[config.mk]
export PLATFORM = sky130hd
export DESIGN_NAME = arith_responder
export DESIGN_NICKNAME = d
export VERILOG_FILES = /design/src/rtl/arith_pkg.sv /design/src/rtl/arith_rsp_fifo.sv /design/src/rtl/arith_responder.sv
export SDC_FILE = /design/constraint.sdc
export NUM_CORES = 1
export LEC_CHECK = 0
export CAP_MARGIN = 0
export CORE_MARGIN = 2
export CORE_UTILIZATION = 45
export CTS_CLUSTER_DIAMETER = 200
export CTS_CLUSTER_SIZE = 16
export DETAILED_ROUTE_END_ITERATION = 16
export GPL_TIMING_DRIVEN = 1
export HOLD_SLACK_MARGIN = 0.06
export PLACE_DENSITY = 0.65
export REMOVE_ABC_BUFFERS = 1
export SYNTH_ARGS = -nofsm -noshare
export SYNTH_HDL_FRONTEND = slang
export SYNTH_SLANG_ARGS = --single-unit
[constraint.sdc]
create_clock -name clock -period 3.6 [get_ports clock]
set_input_delay 0.36 -clock clock [delete_from_list [all_inputs] [get_ports clock]]
set_output_delay 0.36 -clock clock [all_outputs]
set_load 0.005 [all_outputs]
[src/rtl/arith_pkg.sv]
// Shared definitions for the arithmetic responder: opcodes, default widths
// and the buffered response entry layout.
package arith_pkg;

    localparam logic OP_SUB = 1'b0;
    localparam logic OP_ADD = 1'b1;

    localparam int WORD_W = 24;
    localparam int TAG_W  = 4;

    // Entry layout at default widths; the top packs the same fields in this order.
    typedef struct packed {
        logic [WORD_W-1:0] data;
        logic [TAG_W-1:0]  tag;
        logic              overflow;
    } rspEntry_t;

endpackage

[src/rtl/arith_rsp_fifo.sv]
// Synchronous response buffer. The head output keeps showing the last popped
// entry while the buffer is empty, so downstream sees stable values.
module arith_rsp_fifo #(
    parameter int WIDTH = 29,
    parameter int DEPTH = 4,
    parameter int CNT_W = $clog2(DEPTH) + 1
) (
    input  logic             clock,
    input  logic             reset,
    input  logic             push,
    input  logic [WIDTH-1:0] pushData,
    input  logic             pop,
    output logic [WIDTH-1:0] headData,
    output logic             full,
    output logic             empty,
    output logic [CNT_W-1:0] count
);

    localparam int PTR_W = $clog2(DEPTH);
    localparam logic [CNT_W-1:0] DEPTH_V = CNT_W'(DEPTH);

    logic [WIDTH-1:0] mem [DEPTH];
    logic [PTR_W-1:0] wrPtr, rdPtr;
    logic [WIDTH-1:0] lastOut;
    logic             doPush, doPop;

    assign full     = (count == DEPTH_V);
    assign empty    = (count == '0);
    assign doPush   = push && !full;
    assign doPop    = pop && !empty;
    assign headData = empty ? lastOut : mem[rdPtr];

    always_ff @(posedge clock) begin
        if (!reset) begin
            wrPtr   <= '0;
            rdPtr   <= '0;
            count   <= '0;
            lastOut <= '0;
        end else begin
            if (doPush) wrPtr <= wrPtr + 1'b1;
            if (doPop) begin
                rdPtr   <= rdPtr + 1'b1;
                lastOut <= mem[rdPtr];
            end
            case ({doPush, doPop})
                2'b10:   count <= count + 1'b1;
                2'b01:   count <= count - 1'b1;
                default: count <= count;
            endcase
        end
    end

    always_ff @(posedge clock) begin
        if (doPush) mem[wrPtr] <= pushData;
    end

endmodule

[src/rtl/arith_responder.sv]
// Two-stage add/subtract responder with a credit-controlled response buffer;
// responses leave in acceptance order with tag and signed-overflow flag.
module arith_responder #(
    parameter int WORD_W     = arith_pkg::WORD_W,
    parameter int TAG_W      = arith_pkg::TAG_W,
    parameter int FIFO_DEPTH = 4
) (
    input  logic              clock,
    input  logic              reset,
    input  logic              ReqValid,
    output logic              ReqReady,
    input  logic              ReqOp,
    input  logic [WORD_W-1:0] ReqA,
    input  logic [WORD_W-1:0] ReqB,
    input  logic [TAG_W-1:0]  ReqTag,
    output logic              RspValid,
    input  logic              RspReady,
    output logic [WORD_W-1:0] RspData,
    output logic [TAG_W-1:0]  RspTag,
    output logic              RspOverflow,
    output logic              Busy,
    output logic [15:0]       OpCount
);
    import arith_pkg::*;

    localparam int ENTRY_W = WORD_W + TAG_W + 1;
    localparam int CNT_W   = $clog2(FIFO_DEPTH) + 1;
    localparam logic [CNT_W:0] DEPTH_V = (CNT_W+1)'(FIFO_DEPTH);

    logic              accept, deliver;
    logic              s1Valid, s1Op;
    logic [WORD_W-1:0] s1A, s1B;
    logic [TAG_W-1:0]  s1Tag;
    logic              s2Valid, s2Ovf;
    logic [WORD_W-1:0] s2Data;
    logic [TAG_W-1:0]  s2Tag;
    logic [WORD_W-1:0] bOperand, sum;
    logic              ovf;
    logic [ENTRY_W-1:0] head;
    logic              fifoFull, fifoEmpty;
    logic [CNT_W-1:0]  fifoCount;
    logic [CNT_W:0]    inFlight;

    // Credit counts every request that will eventually need a buffer slot.
    assign inFlight = {1'b0, fifoCount} + {{CNT_W{1'b0}}, s1Valid} + {{CNT_W{1'b0}}, s2Valid};
    assign ReqReady = (inFlight < DEPTH_V);
    assign accept   = ReqValid && ReqReady;
    assign RspValid = !fifoEmpty;
    assign deliver  = RspValid && RspReady;
    assign Busy     = s1Valid || s2Valid || !fifoEmpty;

    // Subtract as A + ~B + 1; with the inverted B the overflow test is the same for both ops.
    always_comb begin
        bOperand = (s1Op == OP_ADD) ? s1B : ~s1B;
        sum      = s1A + bOperand + {{(WORD_W-1){1'b0}}, (s1Op == OP_SUB)};
        ovf      = (s1A[WORD_W-1] == bOperand[WORD_W-1]) && (sum[WORD_W-1] != s1A[WORD_W-1]);
    end

    always_ff @(posedge clock) begin
        if (!reset) begin
            s1Valid <= 1'b0;
            s2Valid <= 1'b0;
            OpCount <= '0;
        end else begin
            s1Valid <= accept;
            s2Valid <= s1Valid;
            if (deliver) OpCount <= OpCount + 16'd1;
        end
    end

    always_ff @(posedge clock) begin
        if (accept) begin
            s1Op  <= ReqOp;
            s1A   <= ReqA;
            s1B   <= ReqB;
            s1Tag <= ReqTag;
        end
        if (s1Valid) begin
            s2Data <= sum;
            s2Tag  <= s1Tag;
            s2Ovf  <= ovf;
        end
    end

    arith_rsp_fifo #(
        .WIDTH (ENTRY_W),
        .DEPTH (FIFO_DEPTH),
        .CNT_W (CNT_W)
    ) rspFifo (
        .clock    (clock),
        .reset    (reset),
        .push     (s2Valid),
        .pushData ({s2Data, s2Tag, s2Ovf}),
        .pop      (deliver),
        .headData (head),
        .full     (fifoFull),
        .empty    (fifoEmpty),
        .count    (fifoCount)
    );

    assign {RspData, RspTag, RspOverflow} = head;

endmodule

## Yosys cells after proc, flatten, opt, wreduce, memory -nomap -nowiden

Memory sizes are Yosys's and may differ from the RTL's. A register that Yosys moved wholly into a read port is not among the register bits.
Index checks and enable logic that the tools add are counted.

- Register bits after elaboration: 136
- Latch bits: 0
- Memory bits (writable): 116
- Bits in read-only memories: 0
- Input bits: 57
- Output and inout bits: 48
- Word-level logic and storage cells: 50
- Memories: 1

- $add $sub $neg: 9
- $mul: 0
- Divide/modulo/power cells: 0
- Magnitude comparators: 1
- Equal/unequal tests: 5
- Shifts and indexed selects: 0
- Mux-type cells: 7
- Bitwise operators: 2
- Reduce and logical (&&, ||, !) cells: 11

Memories:

| memory | depth | width | rd ports | clocked after Yosys merged registers in | wr ports | RTL line | RTL |
|---|---|---|---|---|---|---|---|
| rspFifo.mem | 4 | 29 | 1 | 1 | 1 | arith_rsp_fifo.sv:22 | `logic [WIDTH-1:0] mem [DEPTH];` |

Operators by type and width:

| kind | count |
|---|---|
| 29-bit 2-to-1 mux | 1 |
| 24-bit by 1-bit adder with 24-bit output | 1 |
| 24-bit adder | 1 |
| 24-bit 2-to-1 mux | 1 |
| 24-bit inverter | 1 |
| 16-bit by 1-bit adder with 16-bit output, second input constant | 1 |
| 3-bit one-hot mux with 2 select lines | 1 |
| 1-bit logical AND | 5 |
| 2-bit by 1-bit adder with 2-bit output, second input constant | 2 |
| 3-bit by 1-bit adder with 4-bit output | 1 |
| 4-bit by 1-bit adder with 4-bit output | 1 |
| 4-bit by 3-bit < comparator with 1-bit output, second input constant | 1 |
| 2-bit 2-to-1 mux | 2 |
| 3-bit by 1-bit adder with 3-bit output, second input constant | 1 |
| 3-bit == test, second input constant | 1 |
| 3-bit zero test | 1 |
| 3-bit by 1-bit subtractor with 3-bit output, second input constant | 1 |
| 2-bit by 1-bit == test with 1-bit output, second input constant | 1 |
| 2-bit == test, second input constant | 1 |
| 1-bit zero test | 2 |
| 1-bit logical OR | 2 |
| 1-bit 2-to-1 mux | 2 |
| 2-bit nonzero test | 1 |
| 1-bit == test | 1 |
| other kinds (2) | 2 |

## Depth between registers and ports, before layout

Gate-level depths: netlist of run 1.

- Depth in word-level cells: 6
- Mapped depth: 12
- Mapped depth without buffers: 9

## Modules after synthesis

Synthesis of run 1 repeated with hierarchy kept, for this count alone.

- Cells, all modules: 669
- Area, all modules: 10592.7 sq um

Modules (own cells, without submodules):

| module | times used | cells an instance | area each (sq um) | sequential area each (sq um) |
|---|---|---|---|---|
| arith_rsp_fifo | 1 | 304 | 5878.1 | 4244.1 |
| arith_responder | 1 | 365 | 4714.5 | 2822.7 |

## Worst setup path before layout of run 1

No wires, ideal clock.

- Path kind: register -> register
- Start point: register s1Op
- End point: register s2Data[19] (data pin)
- Library setup time: 261 ps
- Arrival: 2670 ps
- Required time: 3339 ps
- Setup slack: 668 ps
- Stages on the path, launching flop included: 11
- Path buffers: 2
- Period minus slack after synthesis: 2932 ps
- Path through: edfxtp_1 > buf_2 > buf_1 > xnor2_1 > ha_1 > a21oi_1 > o31ai_4 > a211o_4 > a311oi_4 > o21bai_2 > xor2_1

- Longest elaborated chain between the ends: 3
- Elaborated cells between the ends (all ways): 4
- Classes of those cells: 2 x add/sub; 1 x mux; 1 x bitwise

RTL lines:

| what | RTL line | RTL |
|---|---|---|
| start, declared | arith_responder.sv:31 | `logic s1Valid, s1Op;` |
| start signal, assigned | arith_responder.sv:73 | `s1Op <= ReqOp;` |
| 24-bit 2-to-1 mux | arith_responder.sv:54 | `bOperand = (s1Op == OP_ADD) ? s1B : ~s1B;` |
| 24-bit adder | arith_responder.sv:55 | `sum = s1A + bOperand + {{(WORD_W-1){1'b0}}, (s1Op == OP_SUB)};` |
| 24-bit by 1-bit adder with 24-bit output * | arith_responder.sv:55 |  |
| net sum[19] | arith_responder.sv:37 | `logic [WORD_W-1:0] bOperand, sum;` |
| end signal, assigned | arith_responder.sv:79 | `s2Data <= sum;` |
| end, declared | arith_responder.sv:35 | `logic [WORD_W-1:0] s2Data;` |

Mark *: on every way through the listed nets, which the timed path passes. The rest lies on a longest branch.
A chain may end at the register's enable or synchronous reset.

## Worst setup path after layout of run 1

- Start point: register s1Op
- End point: register s2Data[20] (data pin)

Same word-level chain as after synthesis.

==> metrics, run 1 <==
Clock Tree Buf Depth 3; endpoint class of the critical path register; Critical path origin s1Op; Placer Congestion 0.8370; Post-Syn Area 10980 um2; Fmax 0.3269 GHz; largest net degree at the start of global routing 54; Internal 5778 uW; Post-synth EDFFs 198; combinational share of power 30.0%; Worst EP required 3.85 ns; post-DR wirelength/cell 16.40 um; Cells after Synth 757; Layout Nets 951; status completed; Setup TNS Final 0 ns; DR vias/cell 5.188; Leak 0.004335 uW; reg2reg setup slack 0.54 ns; relative slew slack 30.06%; Num Clock Sinks 254; crit path kind register to register; r2r startpoint s1Op; flops & latches, synth 254; synth warn 0; DIE HEIGHT 160.2 um; area growth from synthesis to layout 18.01%; max_cap viols 0; Worst Path Arrival 3.31 ns; worst reg-to-reg path cell count 8; Synth cell types 67; Top-Level Pins 105; vias in the first global route 6109; WL final 19680 um; Final Util 53.74%; synthesized area per cell 14.50 um2; DR iter-0 viols 373; root buf cell clkbuf_16; Site Rows 57; initial antenna violation count 0; TritonCTS clock tree done; Die Area 25660 um2; Antenna diodes 0; Setup Buffers After CTS 0; vias 6226; critical path fanouts, max 13; grt ovf 0; GRT Overall Usage 15.62%; sequential fraction of the synthesis area 64.37%; top-count cell post-synth edfxtp_1; Resize count post-CTS 0; Routed Antenna Nets 0; crit path launch type register; Clock power frac 24.5%; die width 160.2 um; Top FF cell, synth edfxtp_1; H-tree depth 1; Max IR drop VDD 0.0004180 V; clock transition at the registers of the reported paths 0.07 ns; ys async rst share 0%; switching power 2240 uW; top cells by count, synth edfxtp_1 (198), nand2_1 (85), dfxtp_1 (56), xnor2_1 (46), a21boi_0 (33); first drt pass iteration count 4; slowest CP cell edfxtp_1; switch share 27.94%; post-synth top area share 54.16%; RSZ-0062 raised after global routing false; worst-margin pin slew 1.046 ns; min-delay worst type input port to register; clk_lat worst skew 0.50 ns; largest cells by area after synthesis edfxtp_1 (54%), dfxtp_1 (10%), mux4_2 (5.9%), xnor2_1 (3.7%), ha_1 (3.3%); cts bufs inserted 19; Tmin final 3.059 ns; Fin. Hold Viols 0; CTS Hold Bufs 0; PortBufs 104; Final Cycle Share 84.98%; Setup-failing EPs final 0; sequential power share 45.5%; largest area contributor in the netlist edfxtp_1; clk_skew 0.01242 ns; Worst Setup EP s2Data[20]; Power per Cell Area 618.9 nW/um2; Slew Viols, Final 0; core area 24110 um2; CP max stage delay 0.71 ns; Cell Chain, Critical Path buf_4 > xnor2_1 > ha_1 > a21oi_1 > nand2_1 > o41ai_1 > o21ai_1 > xor2_1; Initial Utilization 45.54%; Worst R2R End s2Data[20]; global-route wire length before repair 32490 um; Detailed Place HPWL 13010 um; # DRC 0; share of cells above drive strength 1 12.67%
-- area by class of cell --
type | count | area (um2)
multi-input combinational | 452 | 3705
timing repair buffer | 119 | 1166
clock buffer | 33 | 538.0
clock inverter | 1 | 8.758
sequential | 254 | 7068
tap | 324 | 405.4
inverter | 17 | 63.81
fill | 2039 | 11150
-- cell usage in the layout (no fill, tap or decap), drive strengths merged, types with 2 or more instances in the layout --
cell | netlist | layout
o211ai | 3 | 3
fa | 2 | 2
nor2 | 16 | 16
nand3 | 11 | 11
nor4 | 4 | 4
xnor2 | 46 | 46
o21a | 2 | 2
and3 | 4 | 4
mux4 | 29 | 29
o21bai | 2 | 2
nand4 | 10 | 10
a21o | 11 | 11
or3 | 4 | 4
o31ai | 3 | 3
a211o | 2 | 2
nand3b | 2 | 2
xor2 | 12 | 12
buf | 11 | 15
a211oi | 2 | 2
nand2 | 86 | 86
mux2i | 2 | 2
o21ai | 17 | 17
mux2 | 29 | 29
a2111oi | 3 | 3
and4 | 2 | 2
edfxtp | 198 | 198
and2 | 25 | 25
a21boi | 33 | 33
o2bb2ai | 2 | 2
dfxtp | 56 | 56
clkbuf | 23 | 33
clkdlybuf4s50 | 0 | 104
o31a | 2 | 2
ha | 29 | 29
inv | 17 | 18
nor2b | 7 | 7
nor3 | 7 | 7
a311oi | 3 | 3
a21oi | 29 | 29
-- layer usage --
metal,vias to the layer above,share of wire (%),track usage (%)
met5,-,0,0
met4,0,1.9,3.358
met3,26,3.6,2.390
met2,118,48,26.51
met1,3039,47,21.50
li1,3043,-,-
-- kinds of logic (layout without fill, tap and decap cells) --
family / Yosys count / count (layout) / synth area share [%]
AOI/OAI and AO/OA: 121 / 121 / 8.240
xor gates and xnor gates: 58 / 58 / 4.627
adders and majority gates: 31 / 31 / 3.670
buffers and inverters: 51 / 170 / 1.892
DFF: 254 / 254 / 64.37
muxes: 60 / 60 / 9.106
and+or+nand+nor: 182 / 182 / 8.092
-- critical path, delay by kind of cell, from the launching register on --
family,cells,cell delay (ns)
AO/OA/AOI/OAI,3,0.93
XOR/XNOR,2,0.26
adder cells (fa/ha/maj),1,0.38
buffers and inverters,1,0.34
flip-flops,1,0.71
AND/OR/NAND/NOR,1,0.20
-- state kept, by name, indices dropped and copies added (netlist names), 3 cells and up, named ones only --
name / cells
rspFifo.mem: 116
rspFifo.lastOut: 29
s1A: 24
s1B: 24
s2Data: 24
OpCount: 16
s1Tag: 4
s2Tag: 4
rspFifo.count: 3
-- worst min path at each step --
| stage | cells after the start | end | start | slack, ns |
|---|---|---|---|---|
| 6_report | 1 | s1B[10] | ReqB[10] | 0.41 |
| 5_1_grt | 1 | s1B[18] | ReqB[18] | 0.39 |
| 4_1_cts | 1 | s1B[10] | ReqB[10] | 0.38 |
| 3_5_place_dp | 0 | s2Tag[2] | s1Tag[2] | 0.41 |
| 3_3_place_gp | 0 | s2Tag[0] | s1Tag[0] | 0.41 |
| 2_1_floorplan | 0 | s2Tag[0] | s1Tag[0] | 0.40 |
-- power by group through the flow --
stage,Combinational [uW],Clock [uW],Sequential (uW)
floorplan,1420,0,3740
global placement,2420,0,3700
detailed placement,2430,0,3720
CTS,2440,2040,3650
global route,2650,2150,3680
finish,2410,1960,3650
-- through the flow --
stage,instances,area (um2),power (uW),setup WS [ns],hold slack (ns)
after CTS,1200,12950,8134,0.5475,0.3847
final,1200,12950,8018,0.5409,0.4087
after floorplan,723,10830,5161,0.2241,0.4003
after detailed placement,1166,12410,6148,0.5608,0.4079
after global placement,1166,12410,6123,0.6715,0.4082
after global routing,1200,12950,8484,0.3253,0.3915
Note: power is estimated with default switching activity, not from simulation.
==> run 2, diff against run 1 <==
--- a/config.mk
+++ b/config.mk
@@ -13,7 +13,7 @@
 export DETAILED_ROUTE_END_ITERATION = 16
 export GPL_TIMING_DRIVEN = 1
 export HOLD_SLACK_MARGIN = 0.06
-export PLACE_DENSITY = 0.65
+export PLACE_DENSITY = 0.68
 export REMOVE_ABC_BUFFERS = 1
 export SYNTH_ARGS = -nofsm -noshare
 export SYNTH_HDL_FRONTEND = slang
==> constraint.sdc (replaced) <==
create_clock -name clock -period 2.55 [get_ports clock]
set_input_delay 0.255 -clock clock [delete_from_list [all_inputs] [get_ports clock]]
set_output_delay 0.255 -clock clock [all_outputs]
set_load 0.005 [all_outputs]
==> run 2 against run 1 <==
Net effect: the run now ends with setup timing left; core utilization increased by 3.2 points; worst hold slack got worse by 0.10 ns; global-route usage increased by 0.32 points; sequential share of layout area decreased by 3.0 points; via count increased by 2.5%; largest cell class unchanged.
==> metrics, run 2 (synthesized netlist as in run 1, its figures left out) <==
status finished with violations; violated checks setup timing; Worst EP required 2.79 ns (-1.06 ns); Setup TNS Final -0.3844 ns (-0.3844 ns); initial antenna violation count 0 (unchanged); Leak 0.004881 uW (+13%); most common cell after layout, fill and taps aside edfxtp_1; Fmax 0.3785 GHz (+16%); r2r startpoint s1Op; root buf cell clkbuf_16; Final Util 56.93% (+3.2 points); Critical path origin s1Op; Site Rows 57 (unchanged); Fin. Hold Viols 0 (unchanged); Clock power frac 23.7% (-0.8 points); die width 160.2 um (unchanged); Layout Nets 1021 (+7.4%); min-delay worst type input port to register; PortBufs 104 (unchanged); global-route wire length before repair 33180 um (+2.1%); Die Area 25660 um2 (unchanged); combinational share of power 32.4% (+2.4 points); max_cap viols 0 (unchanged); area growth from synthesis to layout 25.01%; GRT Overall Usage 15.95% (+0.32 points); Placer Congestion 0.8525 (+1.9%); Top-Level Pins 105 (unchanged); Placed Cells 1229 (+5.4%); Clock Tree Buf Depth 3 (unchanged); Internal 8436 uW (+46%); Antenna diodes 0 (unchanged); critical path fanouts, max 4 (-9); worst reg-to-reg path cell count 10 (+2); # DRC 0 (unchanged); clk_lat worst skew 0.50 ns (about the same); Power per Cell Area 856.5 nW/um2 (+38%); Worst Setup EP s2Data[19]; cts bufs inserted 19 (unchanged); RSZ-0062 raised after global routing true; grt ovf 0 (unchanged); Detailed Place HPWL 13340 um (+2.5%); H-tree depth 1 (unchanged); Num Clock Sinks 254 (unchanged); Worst Setup Slack, final -0.09189 ns (-0.6328 ns); clk_skew 0.01531 ns (+0.002883 ns); CTS Hold Bufs 0 (unchanged); max FFs per register 116 (unchanged); TritonCTS clock tree done; crit path launch type register; DR iter-0 viols 408 (+9.4%); switching power 3317 uW (+48%); vias in the first global route 6448 (+5.5%); post-DR wirelength/cell 16.09 um (-1.9%); reg2reg setup slack -0.09 ns (-0.63 ns); Worst R2R End s2Data[19]; WL final 20410 um (+3.7%); largest net degree at the start of global routing 56 (+3.7%); switch share 28.22% (+0.28 points); Slew Viols, Final 0 (unchanged); worst-margin pin slew 0.5022 ns (-0.5436 ns); Regs by FF count rspFifo.mem (116), rspFifo.lastOut (29); relative slew slack 65.65% (+36 points); most frequent cells in the layout edfxtp_1 (198), nand2_1 (84), clkdlybuf4s50_1 (75); Setup-failing EPs final 7 (+7); Top reg by flops rspFifo.mem; core area 24110 um2 (unchanged); share of cells above drive strength 1 21.27% (+8.6 points); Worst Path Arrival 2.88 ns (-0.43 ns); worst hold margin 0.3054 ns (-0.1032 ns); DR vias/cell 5.030 (-3.1%); endpoint class of the critical path register; Non-Filler Instances 1269 (+5.8%); Final Cycle Share 103.6% (+19 points); first drt pass iteration count 4 (unchanged); crit path kind register to register; Max IR drop VDD 0.0006430 V (+54%); Tmin final 2.642 ns (-0.4172 ns); vias 6383 (+2.5%); Initial Utilization 45.54% (unchanged); DIE HEIGHT 160.2 um (unchanged); Routed Antenna Nets 0 (unchanged); clock transition at the registers of the reported paths 0.07 ns (about the same); sequential power share 43.9% (-1.6 points)
-- run 2: metal layers --
metal	share of wire (%)	global-route usage, %	wire [um]
met1	45	21.09	9284
met2	49	27.67	9979
met3	3.3	2.286	669
met4	2.4	4.423	481
met5	0	0	0
-- run 2: worst max-delay path: stages (launching register included) --
cell	delay, ns
edfxtp_1	0.42
buf_6	0.15
xnor2_2	0.18
ha_4	0.23
buf_4	0.14
a21oi_4	0.16
o31ai_4	0.10
a211o_4	0.37
a311oi_4	0.39
o21bai_2	0.09
xor2_1	0.14
-- run 2: cell type report --
class,count,area [um2]
timing repair buffer,189,1802
clock buffer,32,534.3
tap,324,405.4
clock inverter,1,8.758
fill,2013,10380
inverter,17,63.81
sequential,254,7072
multi-input combinational,452,3837
-- run 2: worst min path at each step --
stage / startpoint / endpoint / slack (ns) / cells past startpoint
after floorplan: ReqA[0] / s1A[0] / 0.35 / 0
after detailed placement: s1Tag[2] / s2Tag[2] / 0.40 / 0
after global routing: ReqB[22] / s1B[22] / 0.29 / 1
after global placement: s1Tag[2] / s2Tag[2] / 0.40 / 0
after CTS: ReqTag[1] / s1Tag[1] / 0.29 / 1
final: ReqTag[1] / s1Tag[1] / 0.31 / 1
-- run 2: timing repair --
| item | CTS | global route |
|---|---|---|
| gates resized for setup | 44 | 19 |
| pin swaps | 7 | 12 |
| endpoints found under the setup margin | 40 | 17 |
| buffers inserted | 2 | 3 |
| gates cloned | 2 | 0 |
-- run 2: power groups by stage --
| stage | sequential (uW) | clock (uW) | combinational (uW) |
|---|---|---|---|
| 2_1_floorplan | 5280 | 0 | 2010 |
| 3_5_place_dp | 5240 | 0 | 3800 |
| 4_1_cts | 5150 | 2870 | 3820 |
| 6_report | 5160 | 2780 | 3810 |
| 5_1_grt | 5200 | 3010 | 4180 |
| 3_3_place_gp | 5210 | 0 | 3780 |
-- run 2: metrics by stage --
step | area, um2 | total power (uW) | worst slack [ns]
after floorplan | 10830 | 7286 | -0.8259
after global placement | 12960 | 8994 | -0.03939
after detailed placement | 12960 | 9039 | -0.1323
after CTS | 13620 | 11840 | -0.01398
after global routing | 13720 | 12390 | -0.2098
final | 13720 | 11750 | -0.09189
==> run 3, diff against run 2 <==
--- a/config.mk
+++ b/config.mk
@@ -14,6 +14,7 @@
 export GPL_TIMING_DRIVEN = 1
 export HOLD_SLACK_MARGIN = 0.06
 export PLACE_DENSITY = 0.68
+export RECOVER_POWER = 25
 export REMOVE_ABC_BUFFERS = 1
 export SYNTH_ARGS = -nofsm -noshare
 export SYNTH_HDL_FRONTEND = slang
==> run 3 against run 2 <==
Net effect: sequential cell count unchanged; first-iteration DRC count shrank 3.2%; combinational power barely moved; register-to-register slack hardly changed; worst hold slack improved by 0.050 ns; fmax is essentially flat; core utilization stayed put; total power down 0.20%; clock power is essentially flat; sequential power about the same; clock skew rose by 0.0023 ns; the flow still finishes with violations (setup timing); critical path depth stayed put.
==> metrics, run 3 (synthesized netlist as in run 1, its figures left out) <==
status finished with violations; violated checks setup timing; initial antenna violation count 0 (unchanged); DIE HEIGHT 160.2 um (unchanged); total design power 11730 uW (-0.20%); Worst Setup Slack, final -0.09155 ns (+0.0003463 ns); max FFs per register 116 (unchanged); TritonCTS clock tree done; share of cells above drive strength 1 21.27% (unchanged); Slew Viols, Final 0 (unchanged); clock transition at the registers of the reported paths 0.07 ns (about the same); relative slew slack 65.67% (about the same); sequential power share 44.0% (about the same); Die Area 25660 um2 (unchanged); clk_skew 0.01765 ns (+0.002344 ns); global-route wire length before repair 33180 um (unchanged); fillers 2013 (unchanged); largest net degree at the start of global routing 56 (unchanged); vias 6377 (-0.094%); most frequent cells in the layout edfxtp_1 (198), nand2_1 (84), buf_4 (72); clk_lat worst skew 0.50 ns (about the same); cts bufs inserted 19 (unchanged); switching power 3310 uW (-0.21%); hold_sp ReqValid; critical path fanouts, max 4 (unchanged); RSZ-0062 raised after global routing true; area growth from synthesis to layout 25.01% (unchanged); root buf cell clkbuf_16; Internal 8420 uW (-0.20%); DR vias/cell 5.025 (about the same); Hold Path End s1Valid; combinational share of power 32.4% (about the same); endpoint class of the critical path register; Routed Antenna Nets 0 (unchanged); worst-margin pin slew 0.5020 ns (-0.0001835 ns); Worst EP required 2.79 ns (about the same); # DRC 0 (unchanged); r2r startpoint s1Op; Tmin final 2.642 ns (-0.0003463 ns); Layout Nets 1021 (unchanged); grt ovf 0 (unchanged); Critical path origin s1Op; Final Cycle Share 103.6% (about the same); Clock power frac 23.7% (about the same); Fmax 0.3786 GHz (about the same); core area 24110 um2 (unchanged); post-DR wirelength/cell 16.03 um (-0.36%); Worst Path Arrival 2.88 ns (about the same); Top reg by flops rspFifo.mem; Regs by FF count rspFifo.mem (116), rspFifo.lastOut (29); CTS Hold Bufs 0 (unchanged); crit path kind register to register; Worst R2R End s2Data[19]; vias in the first global route 6448 (unchanged); area of the multi-input gates 3837 um2 (unchanged); Antenna diodes 0 (unchanged); Initial Utilization 45.54% (unchanged); DR iter-0 viols 395 (-3.2%); GRT Overall Usage 15.95% (unchanged); die width 160.2 um (unchanged); reg2reg setup slack -0.09 ns (about the same); Power per Cell Area 854.7 nW/um2 (-0.20%); Clock Tree Buf Depth 3 (unchanged); hold path cells 2 (+1); pre-CTS WS -0.1323 ns (unchanged); H-tree depth 1 (unchanged); min-delay worst type input port to register; most common cell after layout, fill and taps aside edfxtp_1; crit path launch type register; Leak 0.004895 uW (+0.29%); Setup-failing EPs final 7 (unchanged); Num Clock Sinks 254 (unchanged); Detailed Place HPWL 13340 um (unchanged); PortBufs 104 (unchanged); switch share 28.22% (about the same); max_cap viols 0 (unchanged); Placer Congestion 0.8525 (unchanged); storage element area 7072 um2 (unchanged); WL final 20340 um (-0.36%); Fin. Hold Viols 0 (unchanged); first drt pass iteration count 4 (unchanged); Site Rows 57 (unchanged); worst reg-to-reg path cell count 10 (unchanged); Max IR drop VDD 0.0006401 V (-0.45%); Top-Level Pins 105 (unchanged)
[run 3: through the flow]
step | area (um2) | util, % | TNS [ns] | hold WS, ns | std cells
after detailed placement | 12960 | 53.75 | -0.5343 | 0.4045 | 1229
after global placement | 12960 | 53.75 | -0.1406 | 0.4039 | 1229
after CTS | 13620 | 56.49 | -0.01848 | 0.2857 | 1266
after floorplan | 10830 | - | -24.90 | 0.3539 | 723
final | 13720 | 56.93 | -0.3945 | 0.3554 | 1269
after global routing | 13720 | 56.93 | -1.528 | 0.3588 | 1269
[run 3: layout make-up]
class                           count  area share, %
Clock inverter                      1        0.06382
Inverter                           17         0.4650
Tap cell                          324          2.954
Sequential cell                   254          51.53
Timing Repair Buffer              189          13.13
Multi-Input combinational cell    452          27.96
Clock buffer                       32          3.893
[run 3: worst max path at each step]
stage,to,slack [ns],cells past startpoint
after floorplan,rspFifo.count[2],-0.83,9
after global placement,s2Data[19],-0.04,9
after detailed placement,s2Data[16],-0.13,10
after CTS,s2Data[16],-0.01,9
after global routing,s2Data[10],-0.21,10
final,s2Data[19],-0.09,10
[run 3: power groups by stage]
stage	Clock [uW]	Combinational [uW]	Sequential, uW
after global routing	3010	4170	5200
after detailed placement	0	3800	5240
after CTS	2870	3820	5150
after floorplan	0	2010	5280
after global placement	0	3780	5210
final	2780	3800	5160
[run 3: timing repair]
item / 4_1_cts / 5_1_grt
endpoints found under the hold margin: 0 / 0
endpoints found under the setup margin: 40 / 17
pin swaps: 7 / 12
gates resized for setup: 44 / 19
buffers inserted: 2 / 3
gates cloned: 2 / 0
[run 3: critical path: stages, from the launching register on]
cell	delay [ns]
edfxtp_1	0.42
buf_6	0.15
xnor2_2	0.18
ha_4	0.23
buf_4	0.14
a21oi_4	0.16
o31ai_4	0.10
a211o_4	0.37
a311oi_4	0.39
o21bai_2	0.09
xor2_1	0.14
[run 3: per-layer routing]
metal  global-route usage [%]  part of all wire, %  vias to the layer above  routed length (um)
met5                        0                    0                        -                   0
met3                    2.286                  3.3                       27                 671
met4                    4.423                  2.2                        0                 439
met1                    21.09                   45                     3066                9238
met2                    27.67                   49                      110                9992
li1                         -                    -                     3174                   -
